===== src/rtl/lenet5_loader_if.sv =====
// Word stream carrying weights, biases and pixels into the loader.
// Valid/ready handshake: a word moves when valid && ready on a rising clock edge.
interface lenet5_loader_if #(
    parameter int DATA_BW = 32
);
    logic [DATA_BW-1:0] data;
    logic               valid;
    logic               ready;

    modport master (output data, output valid, input ready);
    modport slave  (input data, input valid, output ready);
endinterface


===== src/rtl/lenet5_loader.sv =====
// Routes the word stream to the LeNet-5 weight/bias/fmap ports, runs inference, latches the class.
// Strobes and data lag acceptance by 1 cycle; ready depends on state only, 1 word/cycle across phases.
module lenet5_loader #(
    parameter int DATA_BW  = 32,
    parameter int W_BW     = 8,
    parameter int B_BW     = 16,
    parameter int I_BW     = 8,
    parameter int N_WEIGHT = 3220,
    parameter int N_BIAS   = 10,
    parameter int N_PIXEL  = 784,
    parameter int TIMEOUT  = 200000
) (
    input  logic              clk,
    input  logic              user_reset,
    input  logic              i_start,
    input  logic              i_reload,
    lenet5_loader_if.slave    s_in,
    output logic              o_ce,
    output logic [W_BW-1:0]   o_weight,
    output logic              o_weight_we,
    output logic [B_BW-1:0]   o_bias,
    output logic              o_bias_we,
    output logic [I_BW-1:0]   o_fmap,
    output logic              o_fmap_we,
    input  logic [3:0]        i_class_result,
    input  logic              i_class_en,
    input  logic              i_class_end,
    output logic [3:0]        o_result,
    output logic              o_done,
    output logic              o_error,
    output logic              o_busy,
    output logic              o_params_loaded
);
    localparam int N_MAX = (N_WEIGHT > N_BIAS) ? ((N_WEIGHT > N_PIXEL) ? N_WEIGHT : N_PIXEL)
                                               : ((N_BIAS > N_PIXEL) ? N_BIAS : N_PIXEL);
    localparam int CNT_W = (N_MAX > 1) ? $clog2(N_MAX) : 1;
    localparam int RUN_W = $clog2(TIMEOUT + 1);

    typedef enum logic [2:0] {
        ST_IDLE, ST_LOAD_W, ST_LOAD_B, ST_LOAD_F, ST_RUN, ST_DONE
    } state_e;

    state_e             state_q, state_d;
    logic [CNT_W-1:0]   cnt_q, cnt_d;
    logic [RUN_W-1:0]   run_cnt_q, run_cnt_d;
    logic               params_q, params_d;
    logic               error_q, error_d;
    logic [3:0]         r_result_q, r_result_d;
    logic [3:0]         result_q, result_d;

    logic [W_BW-1:0]    weight_q;
    logic [B_BW-1:0]    bias_q;
    logic [I_BW-1:0]    fmap_q;
    logic               weight_we_q, bias_we_q, fmap_we_q;
    logic               accept;

    logic [DATA_BW-1:0] unused_data;
    assign unused_data = s_in.data;

    assign accept = s_in.valid && s_in.ready;

    always_ff @(posedge clk) begin
        if (user_reset) begin
            state_q    <= ST_IDLE;
            cnt_q      <= '0;
            run_cnt_q  <= '0;
            params_q   <= 1'b0;
            error_q    <= 1'b0;
            r_result_q <= '0;
            result_q   <= '0;
        end else begin
            state_q    <= state_d;
            cnt_q      <= cnt_d;
            run_cnt_q  <= run_cnt_d;
            params_q   <= params_d;
            error_q    <= error_d;
            r_result_q <= r_result_d;
            result_q   <= result_d;
        end
    end

    always_comb begin
        state_d    = state_q;
        cnt_d      = cnt_q;
        run_cnt_d  = run_cnt_q;
        params_d   = params_q;
        error_d    = error_q;
        r_result_d = r_result_q;
        result_d   = result_q;
        case (state_q)
            ST_IDLE: begin
                if (i_start) begin
                    error_d = 1'b0;
                    cnt_d   = '0;
                    // Biases/weights stay resident unless a reload is asked for or a load was cut short
                    if (i_reload || !params_q) begin
                        state_d  = ST_LOAD_W;
                        params_d = 1'b0;
                    end else begin
                        state_d = ST_LOAD_F;
                    end
                end
            end
            ST_LOAD_W: begin
                if (accept) begin
                    if (cnt_q == CNT_W'(N_WEIGHT - 1)) begin
                        state_d = ST_LOAD_B;
                        cnt_d   = '0;
                    end else begin
                        cnt_d = cnt_q + CNT_W'(1);
                    end
                end
            end
            ST_LOAD_B: begin
                if (accept) begin
                    if (cnt_q == CNT_W'(N_BIAS - 1)) begin
                        state_d  = ST_LOAD_F;
                        cnt_d    = '0;
                        params_d = 1'b1;
                    end else begin
                        cnt_d = cnt_q + CNT_W'(1);
                    end
                end
            end
            ST_LOAD_F: begin
                if (accept) begin
                    if (cnt_q == CNT_W'(N_PIXEL - 1)) begin
                        state_d   = ST_RUN;
                        cnt_d     = '0;
                        run_cnt_d = '0;
                    end else begin
                        cnt_d = cnt_q + CNT_W'(1);
                    end
                end
            end
            ST_RUN: begin
                if (i_class_en) begin
                    r_result_d = i_class_result;
                end
                // End wins over a coincident timeout; a result arriving with end is taken first
                if (i_class_end) begin
                    state_d  = ST_DONE;
                    result_d = i_class_en ? i_class_result : r_result_q;
                end else if (run_cnt_q == RUN_W'(TIMEOUT - 1)) begin
                    state_d = ST_IDLE;
                    error_d = 1'b1;
                end else begin
                    run_cnt_d = run_cnt_q + RUN_W'(1);
                end
            end
            ST_DONE: state_d = ST_IDLE;
            default: state_d = ST_IDLE;
        endcase
    end

    always_comb begin
        s_in.ready = 1'b0;
        o_ce       = 1'b0;
        o_busy     = (state_q != ST_IDLE);
        o_done     = (state_q == ST_DONE);
        case (state_q)
            ST_LOAD_W, ST_LOAD_B, ST_LOAD_F: begin
                s_in.ready = 1'b1;
                o_ce       = 1'b1;
            end
            ST_RUN:  o_ce = 1'b1;
            default: ;
        endcase
    end

    always_ff @(posedge clk) begin
        if (user_reset) begin
            weight_q    <= '0;
            bias_q      <= '0;
            fmap_q      <= '0;
            weight_we_q <= 1'b0;
            bias_we_q   <= 1'b0;
            fmap_we_q   <= 1'b0;
        end else begin
            weight_we_q <= accept && (state_q == ST_LOAD_W);
            bias_we_q   <= accept && (state_q == ST_LOAD_B);
            fmap_we_q   <= accept && (state_q == ST_LOAD_F);
            if (accept && (state_q == ST_LOAD_W)) weight_q <= s_in.data[W_BW-1:0];
            if (accept && (state_q == ST_LOAD_B)) bias_q   <= s_in.data[B_BW-1:0];
            if (accept && (state_q == ST_LOAD_F)) fmap_q   <= s_in.data[I_BW-1:0];
        end
    end

    assign o_weight        = weight_q;
    assign o_weight_we     = weight_we_q;
    assign o_bias          = bias_q;
    assign o_bias_we       = bias_we_q;
    assign o_fmap          = fmap_q;
    assign o_fmap_we       = fmap_we_q;
    assign o_result        = result_q;
    assign o_error         = error_q;
    assign o_params_loaded = params_q;
endmodule


===== src/flat_wrapper.sv =====
// flat-port wrapper written by rule: the top's interface ports become plain ports
module lenet5_loader_flat 
#(
    parameter int DATA_BW  = 32,
    parameter int W_BW     = 8,
    parameter int B_BW     = 16,
    parameter int I_BW     = 8,
    parameter int N_WEIGHT = 3220,
    parameter int N_BIAS   = 10,
    parameter int N_PIXEL  = 784,
    parameter int TIMEOUT  = 200000
)
  (clk, user_reset, i_start, i_reload, o_ce, o_weight, o_weight_we, o_bias, o_bias_we, o_fmap, o_fmap_we, i_class_result, i_class_en, i_class_end, o_result, o_done, o_error, o_busy, o_params_loaded, s_in_data, s_in_valid, s_in_ready);
  lenet5_loader_if #(.DATA_BW(DATA_BW)) s_in_i ();
  input  logic clk;
  input  logic user_reset;
  input  logic i_start;
  input  logic i_reload;
  output logic o_ce;
  output logic [W_BW-1:0] o_weight;
  output logic o_weight_we;
  output logic [B_BW-1:0] o_bias;
  output logic o_bias_we;
  output logic [I_BW-1:0] o_fmap;
  output logic o_fmap_we;
  input  logic [3:0] i_class_result;
  input  logic i_class_en;
  input  logic i_class_end;
  output logic [3:0] o_result;
  output logic o_done;
  output logic o_error;
  output logic o_busy;
  output logic o_params_loaded;
  input wire logic [$bits(s_in_i.data)-1:0] s_in_data;
  input wire logic [$bits(s_in_i.valid)-1:0] s_in_valid;
  output wire logic [$bits(s_in_i.ready)-1:0] s_in_ready;
  assign s_in_i.data = s_in_data;
  assign s_in_i.valid = s_in_valid;
  assign s_in_ready = s_in_i.ready;
  lenet5_loader #(.DATA_BW(DATA_BW), .W_BW(W_BW), .B_BW(B_BW), .I_BW(I_BW), .N_WEIGHT(N_WEIGHT), .N_BIAS(N_BIAS), .N_PIXEL(N_PIXEL), .TIMEOUT(TIMEOUT)) u_core (.clk(clk), .user_reset(user_reset), .i_start(i_start), .i_reload(i_reload), .s_in(s_in_i), .o_ce(o_ce), .o_weight(o_weight), .o_weight_we(o_weight_we), .o_bias(o_bias), .o_bias_we(o_bias_we), .o_fmap(o_fmap), .o_fmap_we(o_fmap_we), .i_class_result(i_class_result), .i_class_en(i_class_en), .i_class_end(i_class_end), .o_result(o_result), .o_done(o_done), .o_error(o_error), .o_busy(o_busy), .o_params_loaded(o_params_loaded));
endmodule

===== config.mk =====
export PLATFORM = sky130hd
export DESIGN_NAME = lenet5_loader_flat
export DESIGN_NICKNAME = d
export VERILOG_FILES = /design/src/rtl/lenet5_loader_if.sv /design/src/rtl/lenet5_loader.sv /design/src/flat_wrapper.sv
export SDC_FILE = /design/constraint.sdc
export NUM_CORES = 1
export LEC_CHECK = 0
export CAP_MARGIN = 20
export CORE_MARGIN = 2
export CORE_UTILIZATION = 45
export DETAILED_ROUTE_END_ITERATION = 8
export PLACE_DENSITY_LB_ADDON = 0.3
export SETUP_SLACK_MARGIN = 0.02
export SLEW_MARGIN = 20
export SYNTH_ARGS = -nofsm -noshare
export SYNTH_HDL_FRONTEND = slang
export SYNTH_SLANG_ARGS = --single-unit

===== constraint.sdc =====
create_clock -name clk -period 2.2 [get_ports clk]
set_input_delay 0.55 -clock clk [delete_from_list [all_inputs] [get_ports clk]]
set_output_delay 0.55 -clock clk [all_outputs]
set_load 0.1 [all_outputs]

# --- Word-level counts from Yosys, hierarchy flattened ---
# Index checks and enable logic that the tools add are counted.
classes:
  muxes: 36
  eq_ne: 21
  reduce_logical: 20
  add_sub_neg: 2
op_table:
  columns: ["op", "n"]
  rows:
  - ["$mux W12", 7]
  - ["$mux W18", 4]
  - ["$pmux W12 S4", 1]
  - ["$pmux W18 S2", 1]
  - ["$mux W3", 9]
  - ["$add A18 B1 Y18 const B", 1]
  - ["$eq A18 B18 Y1 const B", 1]
  - ["$ne A2 B1 Y1 const B", 8]
  - ["$pmux W3 S5", 1]
  - ["$reduce_and A5 Y1", 3]
  - ["$add A12 B1 Y12 const B", 1]
  - ["$eq A12 B10 Y1 const B", 1]
  - ["$eq A12 B12 Y1 const B", 1]
  - ["$eq A12 B4 Y1 const B", 1]
  - ["$mux W1", 9]
  - ["$reduce_and A8 Y1", 1]
  - ["$eq A3 B2 Y1 const B", 2]
  - ["$eq A3 B3 Y1 const B", 2]
  - ["$ne A2 B2 Y1 const B", 3]
  - ["$reduce_bool A2 Y1", 3]
  - ["$logic_and A1 B1 Y1", 4]
  - ["$mux W4", 1]
  - ["$pmux W1 S2", 2]
  - ["$reduce_and A4 Y1", 1]
  - ["other kinds (11)", 11]
totals:
  register_bits: 78
  inputBits: 43
  output_inout_bits: 45

# --- Depth between registers and ports, before layout ---
# Gate-level depths: netlist (run 1).
logic_depth:
  ltp_word: 6
  depth_mapped: 8
  ltp_nobuf: 7

# --- Worst setup path after synthesis (run 1) ---
# No wires, ideal clock.
synth_path:
  path_kind: "register to output"
  start: "reg u_core.state_q[0]"
  end: "out o_ce"
  n_path_buf: 1
  setup_slack_ns: -0.705
  t_required_ns: 1.650
  stages_incl_launch_ff: 4
  t_arrival_ns: 2.355
  cell_sequence: "dfxtp_1 clkbuf_1 nor2_1 xnor2_1"
synth_via:
  elab_chain_cells: 3
synth_rtl:
  columns: ["item", "line", "rtl"]
  rows:
  - ["from (decl)", "lenet5_loader.sv:43", "state_e state_q, state_d;"]
  - ["from (signal assigned)", "lenet5_loader.sv:72", "state_q <= state_d;"]
  - ["$eq A3 B3 Y1, or another cell as far along", "lenet5_loader.sv:161", "case (state_q)"]
  - ["$reduce_or A4 Y1 (no source line) (*)", null, null]
  - ["$mux W1 (*)", "lenet5_loader.sv:161", null]
  - ["to (decl)", "flat_wrapper.sv:19", "output logic o_ce;"]
# Every way passes the cells marked *; elsewhere a longest branch is shown, timed or not.

# --- Final worst setup path (run 1) ---
layout_path:
  start: "reg u_core.state_q[1]"
  end: "out o_ce"
# The elaborated chain is that of the path after synthesis.

==> flow_summary.yaml, run 1 <==
run_status:
  outcome: "completed"
global_routing:
  grt_max_degree: 26
  grt-ovfl-total: 0
  grt_pass1_vias: 3399
  antenna_found_initial: 0
  gr-usage-all-layers_pct: 22.3
  grt_pass1_wl_mm: 15.8
clock_network:
  clock_path_buffers: 2
  cts_tree: "built"
  insertion_delay_ps: 360
  cts_sinks: 78
  cts_max_level: 3
  cts_hold_buf: 0
  numCtsBuffers: 9
  clkTransAtPathRegs_ps: 80
  post-cts-setup-buffer-count: 0
  cts_root_buf: "clkbuf_8"
sta:
  min_period_ps: 2100
  hold_violations: 0
  whs_ps: 458
  timing.fmax_ghz: 0.476
  max_slew_margin_pct: 60.7
  slew_viol_final: 0
  fin_crit_sh_pct: 95.5
  worstMarginPinSlew_ps: 588
  setup-violations-final: 0
  grt_setup_unrepaired: "no"
  fin_skew_ps: 9.15
critical_path:
  worstPathRequired_ps: 1650
  path_buf_inv: 2
  crit_slowest_cell: "dfxtp_1"
  worstSetupPathType: "flop to output pin"
  path_cells: "buf_4 > nor2_1 > xnor2_2 > buf_12"
  r2r_start: "u_core.run_cnt_q[6]"
  setup.worst_path.start_class: "flop"
  slowest_delay_ps: 410
  crit_family: "flip-flops"
  cp_max_fo: 10
  cp.arrival_ps: 1550
  cp-end-kind: "output pin"
  critPathLaunch: "u_core.state_q[1]"
flow_run:
  drv_cap: 0
detailed_routing:
  wl_mm: 9.42
  firstDrtPassIters: 4
  vias_per_cell: 5.46
  drt_iter0_markers: 145
  post-route-drc-count: 0
  detail_route.wl_per_cell_um: 14.6
  drtAntennaViolNets: 0
  vias: 3530
die:
  rows: 32
  die_x_um: 93.7
  dieArea_sq_mm: 0.00878
  io_pins: 88
  die_h_um: 93.7
  initial_core_util_pct: 46.6
  core_sq_mm: 0.00777
finish:
  final_area_sq_mm: 0.00477
  most-common-layout-cells: "nand2_1 (86), dfxtp_1 (78), buf_4 (71)"
  num_antenna_cells: 0
  drive_above_1_share_pct: 20.0
  syn2layout_area_growth_pct: 31.9
  final_common_cell: "nand2_1"
  fin_nets: 585
  layout.cells.non_filler: 646
pwr:
  ir_worst_vdd_mv: 0.599
  power_per_cell_area_mw_per_mm2: 887
  finalPower_mw: 4.24
  p_leak_nw: 1.75
synthesis:
  syn_area_per_cell_sq_um: 8.01
  synth.distinct_cells: 61
  ys_seq_area_share_pct: 43.1
  ys_warn_count: 0
  syn-num-nets: 498
  async_flop_share_pct: 0
  synth_seq_cells: 78
  synth_ff_type: "dfxtp_1"
  synth_cells: 452
  synth_edf_count: 0
  synth_area_sq_mm: 0.00362
hold_path:
  hold_class: "flop to flop"
  min_from: "u_core.o_bias[11]"
placement:
  dp_hpwl_mm: 6.74
  dp.cells: 630
  placed_area_sq_mm: 0.00453
  port_buffers: 71
  finalWeightedCongestion: 0.861
state kept, by name, summed over array words and instances (netlist names):
name / cells
u_core.o_bias: 16
u_core.r_result_q: 4
u_core.run_cnt_q: 18
u_core.o_bias_we: 1
u_core.state_q: 3
u_core.o_weight: 8
u_core.o_result: 4
u_core.o_error: 1
u_core.o_fmap: 8
u_core.o_weight_we: 1
u_core.o_fmap_we: 1
u_core.cnt_q: 12
u_core.o_params_loaded: 1
cells in the mapped netlist (4+ instances only):
library cell	count	area, sq um
buf_2	6	30.0
nand3_1	19	95.1
nor2_1	33	124
and2_1	6	37.5
o21ai_0	11	55.1
a21oi_1	58	290
dfxtp_1	78	1560
nor4_1	6	37.5
o22ai_1	4	25.0
nor3_1	11	55.1
nand2_1	86	323
mux2i_1	5	50.1
inv_1	10	37.5
or3_1	6	37.5
xnor2_1	6	52.6
clkbuf_1	17	63.8
a211oi_1	9	67.6
nand4_1	10	62.6
cell type report:
type	count	area, sq um
fill	698	2990
multi-input combinational	338	1930
sequential	78	1560
timing repair buffer	102	888
tap	102	128
clock buffer	9	124
clock inverter	7	105
inverter	10	37.5
metal layers:
metal  wire [um]  global-route usage, %  share of wire, %
met1        4360                   28.6                46
met2        4470                   37.2                47
met3         420                   3.85               4.5
met4         175                   8.82               1.9
met5           0                      0                 0
worst register-to-register path, delay by kind of cell, from the launching register on:
family | cells | cell delay [ps]
AND/OR/NAND/NOR | 4 | 1250
flip-flops | 1 | 390
multiplexers | 1 | 330
metrics by stage:
step / worst slack (ps) / util (%) / setup TNS, ps
after detailed placement: -199 / 58.3 / -2400
after global placement: -193 / 58.3 / -1660
after CTS: 85.9 / 61.3 / 0
final: 98.1 / 61.5 / 0
after floorplan: -86.8 / - / -86.8
after global routing: 21.9 / 61.5 / 0
report_power, final:
part           internal, mW  switching, mW
sequential             1.48         0.0666
combinational         0.489          0.954
clock                 0.657          0.585
total                  2.63           1.61
kinds of logic (layout without fill, tap and decap cells):
logic type / after synthesis / count (layout) / share of synthesized area (%)
flops: 78 / 78 / 43.1
xor+xnor: 9 / 9 / 2.18
mux: 6 / 6 / 1.69
simple gates: 211 / 211 / 29.4
fa+ha+maj: 3 / 3 / 1.04
compound gates: 109 / 109 / 18.2
buf+inv: 36 / 128 / 4.35
final timing paths:
| check | end | slack [ps] | depth (start not counted) |
|---|---|---|---|
| max | o_ce | 100 | 4 |
| min | u_core.o_bias[11] | 460 | 2 |
| max reg2reg | u_core.run_cnt_q[6] | 120 | 5 |
| min reg2reg | u_core.o_bias[11] | 460 | 2 |
repair_timing:
action,in CTS,in global routing
resized for setup,0,2
endpoints found under the hold margin,0,0
endpoints found under the setup margin,0,8
No activity file was read; power rests on OpenSTA's default activity.
==> inputs of run 2 (changes only) <==
--- a/config.mk
+++ b/config.mk
@@ -6,7 +6,6 @@
 export NUM_CORES = 1
 export LEC_CHECK = 0
 export CAP_MARGIN = 20
-export CORE_MARGIN = 2
 export CORE_UTILIZATION = 45
 export DETAILED_ROUTE_END_ITERATION = 8
 export PLACE_DENSITY_LB_ADDON = 0.3
==> flow_summary.yaml, run 2 (synthesized netlist as in run 1, its figures left out) <==
sta:
  timing.fmax_ghz: 0.475
  fin_skew_ps: 11.6
  setup_tns_ps: 0
  fin_crit_sh_pct: 95.7
  slew_viol_final: 0
  min_period_ps: 2110
  worstMarginPinSlew_ps: 645
  setup-violations-final: 0
  grt_setup_unrepaired: "yes"
  hold_violations: 0
  worst_slack_ps: 94.2
  max_slew_margin_pct: 56.9
detailed_routing:
  wl_mm: 9.26
  detail_route.wl_per_cell_um: 14.3
  post-route-drc-count: 0
  drt_iter0_markers: 200
  vias_per_cell: 5.45
  firstDrtPassIters: 5
  drtAntennaViolNets: 0
  vias: 3527
critical_path:
  worstPathRequired_ps: 1650
  cp.arrival_ps: 1560
  setup.worst_path.start_class: "flop"
  r2r_start: "u_core.run_cnt_q[0]"
  crit_slowest_cell: "dfxtp_1"
  cp-end-kind: "output pin"
  path_cells: "buf_4 > nor2_1 > xnor2_2 > buf_12"
  cp_max_fo: 12
  r2r_cells: 6
  r2r-end: "u_core.run_cnt_q[6]"
  r2r_slack_ps: 160
  slowest_delay_ps: 360
  worstSetupPathType: "flop to output pin"
placement:
  port_buffers: 71
  pre_cts_slack_ps: -198
  dp_hpwl_mm: 6.67
  finalWeightedCongestion: 0.845
  placed_area_sq_mm: 0.00454
die:
  rows: 32
  core_sq_mm: 0.00777
  io_pins: 88
  die_h_um: 91.7
  dieArea_sq_mm: 0.00841
  initial_core_util_pct: 46.6
  die_x_um: 91.7
clock_network:
  cts_root_buf: "clkbuf_8"
  clock_path_buffers: 2
  numCtsBuffers: 9
  cts_max_level: 3
  insertion_delay_ps: 360
  clkTransAtPathRegs_ps: 80
  cts_tree: "built"
  post-cts-setup-buffer-count: 0
  cts_sinks: 78
finish:
  final_common_cell: "nand2_1"
  nFillCells: 700
  syn2layout_area_growth_pct: 31.4
  fin_nets: 586
  num_antenna_cells: 0
  most-common-layout-cells: "nand2_1 (86), dfxtp_1 (77), buf_4 (72)"
  largest_reg_flops: 18
  drive_above_1_share_pct: 20.4
  top_register: "u_core.run_cnt_q"
  final_area_sq_mm: 0.00476
  final_core_util_pct: 61.3
pwr:
  p_switching_mw: 1.61
  ir_worst_vdd_mv: 0.648
  p_sw_share_pct: 39.1
  power_per_cell_area_mw_per_mm2: 867
  intPower_mw: 2.51
  clockPowerShare_pct: 27.3
  p_seq_share_pct: 37.6
  finalPower_mw: 4.13
  p_leak_nw: 1.75
  combinationalPowerShare_pct: 35.1
global_routing:
  gr-usage-all-layers_pct: 23.6
  grt_max_degree: 31
  grt_use_met1_pct: 31.0
  grt-ovfl-total: 0
  met2_usage_pct: 38.7
  antenna_found_initial: 0
  gr-usage-met3_pct: 3.57
  grt.busiest_layer: "met2"
  grt_pass1_wl_mm: 16.0
  grt_pass1_vias: 3441
hold_path:
  whs_endpoint: "u_core.r_result_q[0]"
  min_from: "u_core.r_result_q[0]"
  hold_class: "flop to flop"
  hold_depth: 2
flow_run:
  drv_cap: 0
run_status:
  outcome: "completed"
## run 2: changes by cell type in the layout (fill, tap and decap cells not counted), sizes merged
cell    previous run  this run
buf               77        78
bufinv             2         1
clkinv             1         2
## run 2: worst max-delay path by stage
stage | slack, ps | end | from | depth (start not counted)
after detailed placement | -200 | u_core.cnt_q[11] | i_start | 6
after CTS | 20 | u_core.state_q[1] | u_core.cnt_q[0] | 7
after floorplan | -90 | o_ce | u_core.state_q[0] | 3
after global placement | -190 | u_core.cnt_q[11] | i_start | 6
after global routing | -9 | u_core.state_q[1] | u_core.cnt_q[0] | 7
final | 90 | o_ce | u_core.state_q[0] | 4
## run 2: cell type report
| class | instances | area (sq um) | share of cell area (%) |
|---|---|---|---|
| multi-input combinational | 338 | 1930 | 40.6 |
| sequential | 78 | 1560 | 32.8 |
| timing repair buffer | 103 | 896 | 18.8 |
| tap | 102 | 128 | 2.68 |
| clock buffer | 9 | 124 | 2.60 |
| clock inverter | 7 | 80.1 | 1.68 |
| inverter | 10 | 37.5 | 0.789 |
## run 2: timing repair
action	in CTS	in global routing
resized for setup	0	3
hold buffers	0	0
setup endpoints to repair	0	6
endpoints found under the hold margin	0	0
## run 2: through the flow
stage | hold WS [ps] | instances
2_1_floorplan | 436 | 452
3_3_place_gp | 442 | 631
3_5_place_dp | 449 | 631
4_1_cts | 460 | 647
5_1_grt | 480 | 647
6_report | 460 | 647
## run 2: per-layer routing
metal	up-vias	wire length [um]
met4	0	127
met2	83	4370
met1	1652	4320
met5	-	0
met3	11	442
li1	1781	-
## run 2: power by group through the flow
stage,Combinational (mW),Clock [mW],Sequential [mW]
after global placement,1.40,0,1.58
final,1.45,1.13,1.55
after detailed placement,1.42,0,1.58
after CTS,1.43,1.15,1.55
after floorplan,0.644,0,1.87
after global routing,1.53,1.20,1.56
## run 2: worst max-delay path, delay by kind of cell, from the launching register on
kind / cells / cell delay (ps)
DFF: 1 / 360
buffers and inverters: 2 / 390
and+or+nand+nor: 1 / 260
xor gates and xnor gates: 1 / 170
==> inputs of run 3 (changes only) <==
--- a/config.mk
+++ b/config.mk
@@ -6,7 +6,9 @@
 export NUM_CORES = 1
 export LEC_CHECK = 0
 export CAP_MARGIN = 20
-export CORE_UTILIZATION = 45
+export CORE_MARGIN = 2
+export CORE_UTILIZATION = 46
+export CTS_BUF_LIST = sky130_fd_sc_hd__clkbuf_8
 export DETAILED_ROUTE_END_ITERATION = 8
 export PLACE_DENSITY_LB_ADDON = 0.3
 export SETUP_SLACK_MARGIN = 0.02
==> flow_summary.yaml, run 3 (synthesized netlist as in run 1, its figures left out) <==
finish:
  final_area_sq_mm: 0.00475
  top_register: "u_core.run_cnt_q"
  largest_reg_flops: 18
  num_antenna_cells: 0
  syn2layout_area_growth_pct: 31.2
  most-common-layout-cells: "nand2_1 (86), dfxtp_1 (75), buf_4 (74)"
  fin_nets: 587
  drive_above_1_share_pct: 20.7
  final_common_cell: "nand2_1"
  layout.cells.non_filler: 647
critical_path:
  setup.worst_path.start_class: "flop"
  r2r_slack_ps: 200
  worstSetupPathType: "flop to output pin"
  r2r-end: "u_core.run_cnt_q[6]"
  r2r_start: "u_core.run_cnt_q[6]"
  cp_max_fo: 9
  crit_slowest_cell: "dfxtp_2"
  cp.arrival_ps: 1520
  worstPathRequired_ps: 1650
  path_cells: "buf_4 > inv_1 > and3_1 > buf_12"
  slowest_delay_ps: 370
  r2r_cells: 5
  cp-end-kind: "output pin"
placement:
  port_buffers: 71
  finalWeightedCongestion: 0.868
  placed_area_sq_mm: 0.00453
  dp_hpwl_mm: 6.81
  dp.cells: 632
global_routing:
  grt_pass1_wl_mm: 15.3
  grt-ovfl-total: 0
  grt_max_degree: 25
  grt_pass1_vias: 3291
  gr-usage-all-layers_pct: 22.2
  antenna_found_initial: 0
pwr:
  ir_worst_vdd_mv: 0.431
  p_leak_nw: 1.74
  power_per_cell_area_mw_per_mm2: 870
flow_run:
  drv_cap: 0
hold_path:
  whs_endpoint: "u_core.r_result_q[1]"
  hold_class: "flop to flop"
  hold_depth: 2
  min_from: "u_core.r_result_q[1]"
sta:
  fin_skew_ps: 8.56
  whs_ps: 456
  worstMarginPinSlew_ps: 496
  hold_violations: 0
  slew_viol_final: 0
  grt_setup_unrepaired: "no"
  setup-violations-final: 0
  max_slew_margin_pct: 66.6
  fin_crit_sh_pct: 94.0
  timing.fmax_ghz: 0.484
  min_period_ps: 2070
clock_network:
  insertion_delay_ps: 360
  cts_tree: "built"
  cts_root_buf: "clkbuf_8"
  cts_max_level: 3
  post-cts-setup-buffer-count: 0
  clock_path_buffers: 2
  numCtsBuffers: 9
  clkTransAtPathRegs_ps: 80
  cts_sinks: 78
  cts_resized: 0
  cts_hold_buf: 0
detailed_routing:
  post-route-drc-count: 0
  vias_per_cell: 5.47
  top_layer_used: "met4"
  drt_iter0_markers: 220
  firstDrtPassIters: 5
  vias: 3539
  wl_met2_mm: 4.44
  wl_met3_um: 447
  detail_route.wl_per_cell_um: 14.4
  wl_met1_mm: 4.19
  wl_mm: 9.30
  drtAntennaViolNets: 0
run_status:
  outcome: "completed"
die:
  die_h_um: 92.7
  dieArea_sq_mm: 0.00860
  io_pins: 88
  die_x_um: 92.7
  rows: 32
  core_sq_mm: 0.00769
  initial_core_util_pct: 47.1
-- run 3: power by group --
part           total [mW]  internal, mW  switching (mW)
clock                1.16         0.632           0.529
combinational        1.41         0.474           0.933
sequential           1.57          1.49          0.0772
-- run 3: how the worst max path moves through the flow --
stage                           start  depth (start not counted)  slack (ps)                end
global route          u_core.cnt_q[1]                          7          20  u_core.state_q[1]
floorplan           u_core.state_q[0]                          3         -90               o_ce
detailed placement            i_start                          6        -190   u_core.cnt_q[11]
CTS                   u_core.cnt_q[0]                          7          50  u_core.state_q[1]
finish              u_core.state_q[1]                          4         130             o_done
global placement              i_start                          6        -190   u_core.cnt_q[11]
-- run 3: routing by layer --
metal	global-route usage [%]	vias up
li1	-	1785
met2	35.8	98
met3	3.91	18
met5	0	-
met1	29.1	1638
met4	9.68	0
-- run 3: layout make-up --
| cell class | count | area, sq um |
|---|---|---|
| multi-input combinational | 338 | 1920 |
| timing repair buffer | 104 | 891 |
| inverter | 10 | 37.5 |
| sequential | 78 | 1570 |
| tap | 102 | 128 |
| fill | 680 | 2940 |
| clock inverter | 6 | 86.3 |
| clock buffer | 9 | 124 |
-- run 3: stage by stage --
step                      setup WS (ps)  TNS (ps)  total power, mW  utilization (%)
final                               133         0             4.13             61.8
after global routing               22.7         0             4.32             61.8
after CTS                          47.4         0             4.15             61.7
after detailed placement           -190     -2210             2.99             58.9
after global placement             -191     -1930             2.98             58.9
after floorplan                   -86.8     -86.8             2.52                -
-- run 3: critical path: cells and delay by family (launching register included) --
kind,cells,cell delay [ps]
flip-flops,1,370
buffers and inverters,3,550
AND/OR/NAND/NOR,1,250
